===== src/rtl/alu_arbiter_pkg.sv =====
// Shared constants for the ALU arbiter: bus widths, ALU opcode encodings, abort codes
// and the arbiter state encoding.
package alu_arbiter_pkg;

  localparam int REG_BUS   = 32;
  localparam int BIT_WIDTH = REG_BUS;
  localparam int ALUC_BUS  = 4;

  localparam logic [ALUC_BUS-1:0] ALUC_ADD      = 4'h1;
  localparam logic [ALUC_BUS-1:0] ALUC_SUB      = 4'h2;
  localparam logic [ALUC_BUS-1:0] ALUC_ADD_JALR = 4'h3;

  localparam int unsigned ABORT    = 32'd1;
  localparam int unsigned UNIT_ALU = 32'd2;

  typedef enum logic {
    ALU_ARB_IDLE = 1'b0,
    ALU_ARB_RESP = 1'b1
  } arb_state_e;

endpackage


===== src/rtl/alu_arbiter_op_eval.sv =====
// Combinational RV32E ALU slice: ADD, SUB and ADD_JALR. Any other opcode yields
// zero with the illegal flag raised.
module alu_op_eval
  import alu_arbiter_pkg::*;
#(
  parameter int BitWidth  = BIT_WIDTH,
  parameter int AlucWidth = ALUC_BUS
) (
  input  logic [AlucWidth-1:0] i_aluc,
  input  logic [BitWidth-1:0]  i_num1,
  input  logic [BitWidth-1:0]  i_num2,
  output logic [BitWidth-1:0]  o_result,
  output logic                 o_illegal
);

  logic [BitWidth-1:0] w_sum;
  logic [BitWidth-1:0] w_diff;

  assign w_sum  = i_num1 + i_num2;
  assign w_diff = i_num1 - i_num2;

  // NOTE: every output gets a default before the case so no path leaves it unassigned (no latch).
  always_comb begin
    o_result  = '0;
    o_illegal = 1'b0;
    case (i_aluc)
      AlucWidth'(ALUC_ADD):      o_result = w_sum;
      AlucWidth'(ALUC_SUB):      o_result = w_diff;
      AlucWidth'(ALUC_ADD_JALR): o_result = {w_sum[BitWidth-1:1], 1'b0};
      default:                   o_illegal = 1'b1;
    endcase
  end

endmodule


===== src/rtl/alu_arbiter.sv =====
// Round-robin arbiter sharing one ALU between EXU (port 0) and LSU (port 1), with a
// single registered result. Optional macro ALU_ARB_ABORT_EN halts simulation on illegal opcodes.
module alu_arbiter
  import alu_arbiter_pkg::*;
#(
  parameter int BitWidth  = BIT_WIDTH,
  parameter int AlucWidth = ALUC_BUS
) (
  input  logic                 clk,
  input  logic                 rst_n,
  input  logic [1:0]           req_valid,
  output logic [1:0]           req_ready,
  input  logic [AlucWidth-1:0] req_aluc0,
  input  logic [AlucWidth-1:0] req_aluc1,
  input  logic [BitWidth-1:0]  req_num1_0,
  input  logic [BitWidth-1:0]  req_num2_0,
  input  logic [BitWidth-1:0]  req_num1_1,
  input  logic [BitWidth-1:0]  req_num2_1,
  output logic [1:0]           rsp_valid,
  input  logic [1:0]           rsp_ready,
  output logic [BitWidth-1:0]  rsp_result,
  output logic                 rsp_err
);

  arb_state_e          r_state;
  logic                r_prio;
  logic                r_own;
  logic [BitWidth-1:0] r_result;
  logic                r_err;

  logic [1:0]           w_grant;
  logic                 w_sel;
  logic                 w_can_accept;
  logic                 w_accept;
  logic                 w_rsp_hs;
  logic [AlucWidth-1:0] w_aluc;
  logic [BitWidth-1:0]  w_num1;
  logic [BitWidth-1:0]  w_num2;
  logic [BitWidth-1:0]  w_eval_result;
  logic                 w_eval_illegal;

  // Contention is resolved by prio; a lone requester wins outright.
  assign w_grant = (&req_valid) ? (r_prio ? 2'b10 : 2'b01) : req_valid;
  assign w_sel   = w_grant[1];

  // A new request may enter when nothing is held, or when the held result leaves this cycle.
  assign w_can_accept = (r_state == ALU_ARB_IDLE) || rsp_ready[r_own];
  assign req_ready    = w_grant & {2{w_can_accept}};

  assign w_accept = |(req_valid & req_ready);
  assign w_rsp_hs = |(rsp_valid & rsp_ready);

  assign rsp_valid  = {(r_state == ALU_ARB_RESP) &&  r_own,
                       (r_state == ALU_ARB_RESP) && !r_own};
  assign rsp_result = r_result;
  assign rsp_err    = r_err;

  assign w_aluc = w_sel ? req_aluc1  : req_aluc0;
  assign w_num1 = w_sel ? req_num1_1 : req_num1_0;
  assign w_num2 = w_sel ? req_num2_1 : req_num2_0;

  alu_op_eval #(
    .BitWidth  (BitWidth),
    .AlucWidth (AlucWidth)
  ) u_op_eval (
    .i_aluc    (w_aluc),
    .i_num1    (w_num1),
    .i_num2    (w_num2),
    .o_result  (w_eval_result),
    .o_illegal (w_eval_illegal)
  );

  // NOTE: state is updated with non-blocking assignments so every register samples pre-edge values.
  always_ff @(posedge clk or negedge rst_n) begin
    if (!rst_n) begin
      r_state  <= ALU_ARB_IDLE;
      r_prio   <= 1'b0;
      r_own    <= 1'b0;
      r_result <= '0;
      r_err    <= 1'b0;
    end else if (w_accept) begin
      r_state  <= ALU_ARB_RESP;
      r_own    <= w_sel;
      r_prio   <= ~w_sel;
      r_result <= w_eval_result;
      r_err    <= w_eval_illegal;
    end else if (w_rsp_hs) begin
      r_state <= ALU_ARB_IDLE;
    end
  end

`ifdef ALU_ARB_ABORT_EN
  always_ff @(posedge clk) begin
    if (rst_n && w_accept && w_eval_illegal) begin
      $fatal(1, "ebreak code=%0d pc=0x%08h unit=%0d", ABORT, 32'hdeafbeaf, UNIT_ALU);
    end
  end
`endif

endmodule


===== config.mk =====
export PLATFORM = sky130hd
export DESIGN_NAME = alu_arbiter
export DESIGN_NICKNAME = d
export VERILOG_FILES = /design/src/rtl/alu_arbiter_pkg.sv /design/src/rtl/alu_arbiter_op_eval.sv /design/src/rtl/alu_arbiter.sv
export SDC_FILE = /design/constraint.sdc
export NUM_CORES = 1
export LEC_CHECK = 0
export BUFFER_PORTS_ARGS = -buffer_cell sky130_fd_sc_hd__buf_2
export CAP_MARGIN = 20
export CORE_UTILIZATION = 54
export DETAILED_ROUTE_END_ITERATION = 12
export HOLD_SLACK_MARGIN = 0.05
export PLACE_DENSITY = 0.83
export SYNTH_ARGS = -nofsm -noshare
export SYNTH_HDL_FRONTEND = slang
export SYNTH_SLANG_ARGS = --single-unit

===== constraint.sdc =====
create_clock -name clk -period 4.6 [get_ports clk]
set_input_delay 0.23 -clock clk [delete_from_list [all_inputs] [get_ports clk]]
set_output_delay 0.23 -clock clk [all_outputs]
set_load 0.02 [all_outputs]

==> results.yml <==
finish:
  final_nets: 1312
  diodes: 0
  area.growth.synth_to_final_pct: 19.5
  final_area_um2: 7440
  layout-drive-gt1-share_pct: 20.7
  fillCellCount: 1055
route:
  vias: 7603
  drt_iter0_drc: 857
  antenna_left: 0
  drt-vias-per-instance: 6.09
  drt-pass1-iter-count: 8
  routedWlPerCell_um: 16.6
  drt-total-wl_um: 20700
  drc_errors: 0
clocking:
  cts_buffer_depth: 2
  path_clk_slew_ps: 60
  root_buffer: "clkbuf_16"
  cts_tree: "built"
  post-cts-setup-buffers: 0
  clock-sinks: 36
  clock_latency_ps: 280
  cts_buffers: 5
  hold_buffers: 0
  cts-htree-levels: 2
  cts_resized: 0
power:
  ir_worst_vdd_mv: 0.330
  powerDensity_nw_per_um2: 461
  p_sw_w: 0.00182
  p_leak_nw: 3.92
  pwr-share-comb_pct: 73.0
  power_frac_seq_pct: 15.7
  sw_frac_of_total_pct: 53.1
  intPower_w: 0.00161
  power_w: 0.00343
  p_clk_share_pct: 11.3
worst_setup_path:
  critPathBufInv: 1
  path_cells: "and2b_1 > nor2_4 > buf_4 > nand2_1 > nand2_1 > ha_1 > nor2_1 > nand2_1 > or4_1 > or3_1 > o211ai_2 > a221o_2 > a21boi_2 > o2111a_1 > o32ai_1"
  cp_data_required_time_ps: 4770
  slowest_delay_ps: 470
  reg2reg_slack_ps: 320
  r2r_cells: 15
  cp_common_cell: "nand2_1"
  crit_family: "simple AND/OR/NAND/NOR gates"
  arrival_ps: 4450
  crit_slowest_cell: "nor2_4"
  critPathKind: "flop to flop"
  reg2reg_to: "rsp_result[29]$_DFFE_PN0P_"
  path_max_fanout: 22
  critPathCaptureType: "flop"
  r2r_start: "r_prio$_DFFE_PN0P_"
  cp-start-kind: "flop"
timing:
  hold_ws_ps: 72.7
  slew_headroom_pct: 40.9
  finalCritPeriodShare_pct: 93.0
  period_minus_slack_ps: 4280
  max_freq_mhz: 234
  slew_viol_final: 0
  finalSetupTns_ps: 0
  worst_slew_pin_slew_ps: 886
  setup_violations: 0
  hold_viol: 0
  rsz0062_at_grt: "false"
  skew_ps: 6.27
yosys:
  netlist_area_um2: 6230
  synthTopCellsByCount: "nand2_1 (238), a21oi_1 (77), nor2_1 (66)"
  yosysMostFrequentCell: "nand2_1"
  synthDistinctLibCells: 77
  synthTopCellsByArea: "dfrtp_1 (14%), nand2_1 (14%), ha_1 (13%), a21oi_1 (6.2%), nor2_1 (4.0%)"
  synth_nets: 1157
  async_reset_ff_share_pct: 100
  synthCells: 952
  avgSynthCellArea_um2: 6.54
  synth-warning-count: 0
  yosys.area.top_type: "dfrtp_1"
  synth_edf_count: 0
  ys.flop_type: "dfrtp_1"
  yosysSeqAreaShare_pct: 14.5
  synth_top_cell_area_share_pct: 14.5
  ys_ff_latch: 36
die:
  die_area_um2: 12000
  rows: 38
  core_um2: 11000
  die_h_um: 109
  start_util_pct: 56.4
  ioPinCount: 179
  die_width_um: 109
flow_run:
  max_cap_violations: 0
grt:
  grt_max_degree: 37
  grt_pass1_wl_um: 32600
  grt_use_total_pct: 34.2
  antenna_found_initial: 0
  overflow: 0
  grt_pass1_vias: 6709
hold_path:
  worstHoldPathType: "input pin to async pin"
placement:
  placed_area_um2: 7270
  hpwl_um: 16100
  gp_congestion: 0.981
  port-buffer-count: 178
status:
  status: "finished, final reports clean"
## cell usage in the layout, fill, tap and decap left out, types with 12 or more instances in the layout
cell and n:
nor3_1 19, o21ai_1 12, nor2_1 65, nand3_1 21, ha_1 63, a21oi_1 77
inv_1 54, o21bai_1 16, dfrtp_1 36, buf_4 23, o21ai_0 35, nand2_1 237
a31oi_1 16, o31ai_1 13, nor2b_1 13, a21o_1 23, buf_2 178
## sequential cells by signal, summed over array words and instances, names as in the netlist
name / count
rsp_result: 32
r_own: 1
r_prio: 1
r_state: 1
rsp_err: 1
## worst reg2reg max path, delay by kind of cell (launching register included)
kind	cells	cell delay, ps
flops	1	390
simple gates	8	2110
buf+inv	1	250
fa+ha+maj	1	330
compound gates	5	1090
## routing by layer
metal	GRT usage, %	wire [um]	vias to the layer above	part of all wire (%)
met2	51.8	8770	442	42
met1	49.1	9360	3435	45
met3	7.65	2320	32	11
li1	-	-	3694	-
met4	7.62	255	0	1.2
met5	0	0	-	0
## cell families (layout without fill, tap and decap cells)
logic type	Yosys count	in the layout	share of synthesized area, %
muxes	10	10	1.63
DFF	36	36	14.5
xor gates and xnor gates	14	14	1.97
adders and majority gates	63	63	12.7
buffers and inverters	114	270	7.09
and+or+nand+nor	415	415	29.3
AOI/OAI and AO/OA	300	300	32.8
## area by class of cell
cell class              count  area, um^2  share of cell area [%]
inverters                  61         229                    3.08
multi-input cells         802        4910                    66.0
clock inverters             2        35.0                   0.471
well taps                 140         175                    2.35
clock buffers               6         129                    1.73
repair buffers            201        1060                    14.3
flip-flops and latches     36         901                    12.1
## how the worst max path moves through the flow
stage                     slack (ps)                    endpoint  depth (start not counted)          startpoint
final                            320  rsp_result[29]$_DFFE_PN0P_                         15  r_prio$_DFFE_PN0P_
after global placement           490  rsp_result[29]$_DFFE_PN0P_                         15  r_prio$_DFFE_PN0P_
after CTS                        370  rsp_result[29]$_DFFE_PN0P_                         15  r_prio$_DFFE_PN0P_
after floorplan                  410  rsp_result[23]$_DFFE_PN0P_                         16  r_prio$_DFFE_PN0P_
after detailed placement         400  rsp_result[29]$_DFFE_PN0P_                         15  r_prio$_DFFE_PN0P_
after global routing             110  rsp_result[29]$_DFFE_PN0P_                         15  r_prio$_DFFE_PN0P_
## power groups by stage
stage	combinational, W	sequential (W)	clock [W]
after global routing	0.00273	0.000552	0.000402
after detailed placement	0.00243	0.000541	0
final	0.00250	0.000540	0.000388
after floorplan	0.00161	0.000665	0
after CTS	0.00244	0.000536	0.000386
after global placement	0.00240	0.000537	0
## through the flow
step	cells	utilization (%)	setup WS, ps
3_3_place_gp	1240	65.9	491
3_5_place_dp	1240	65.9	401
6_report	1248	67.5	320
2_1_floorplan	952	-	409
4_1_cts	1248	67.4	367
5_1_grt	1248	67.5	109
(Power assumes the default switching activity.)
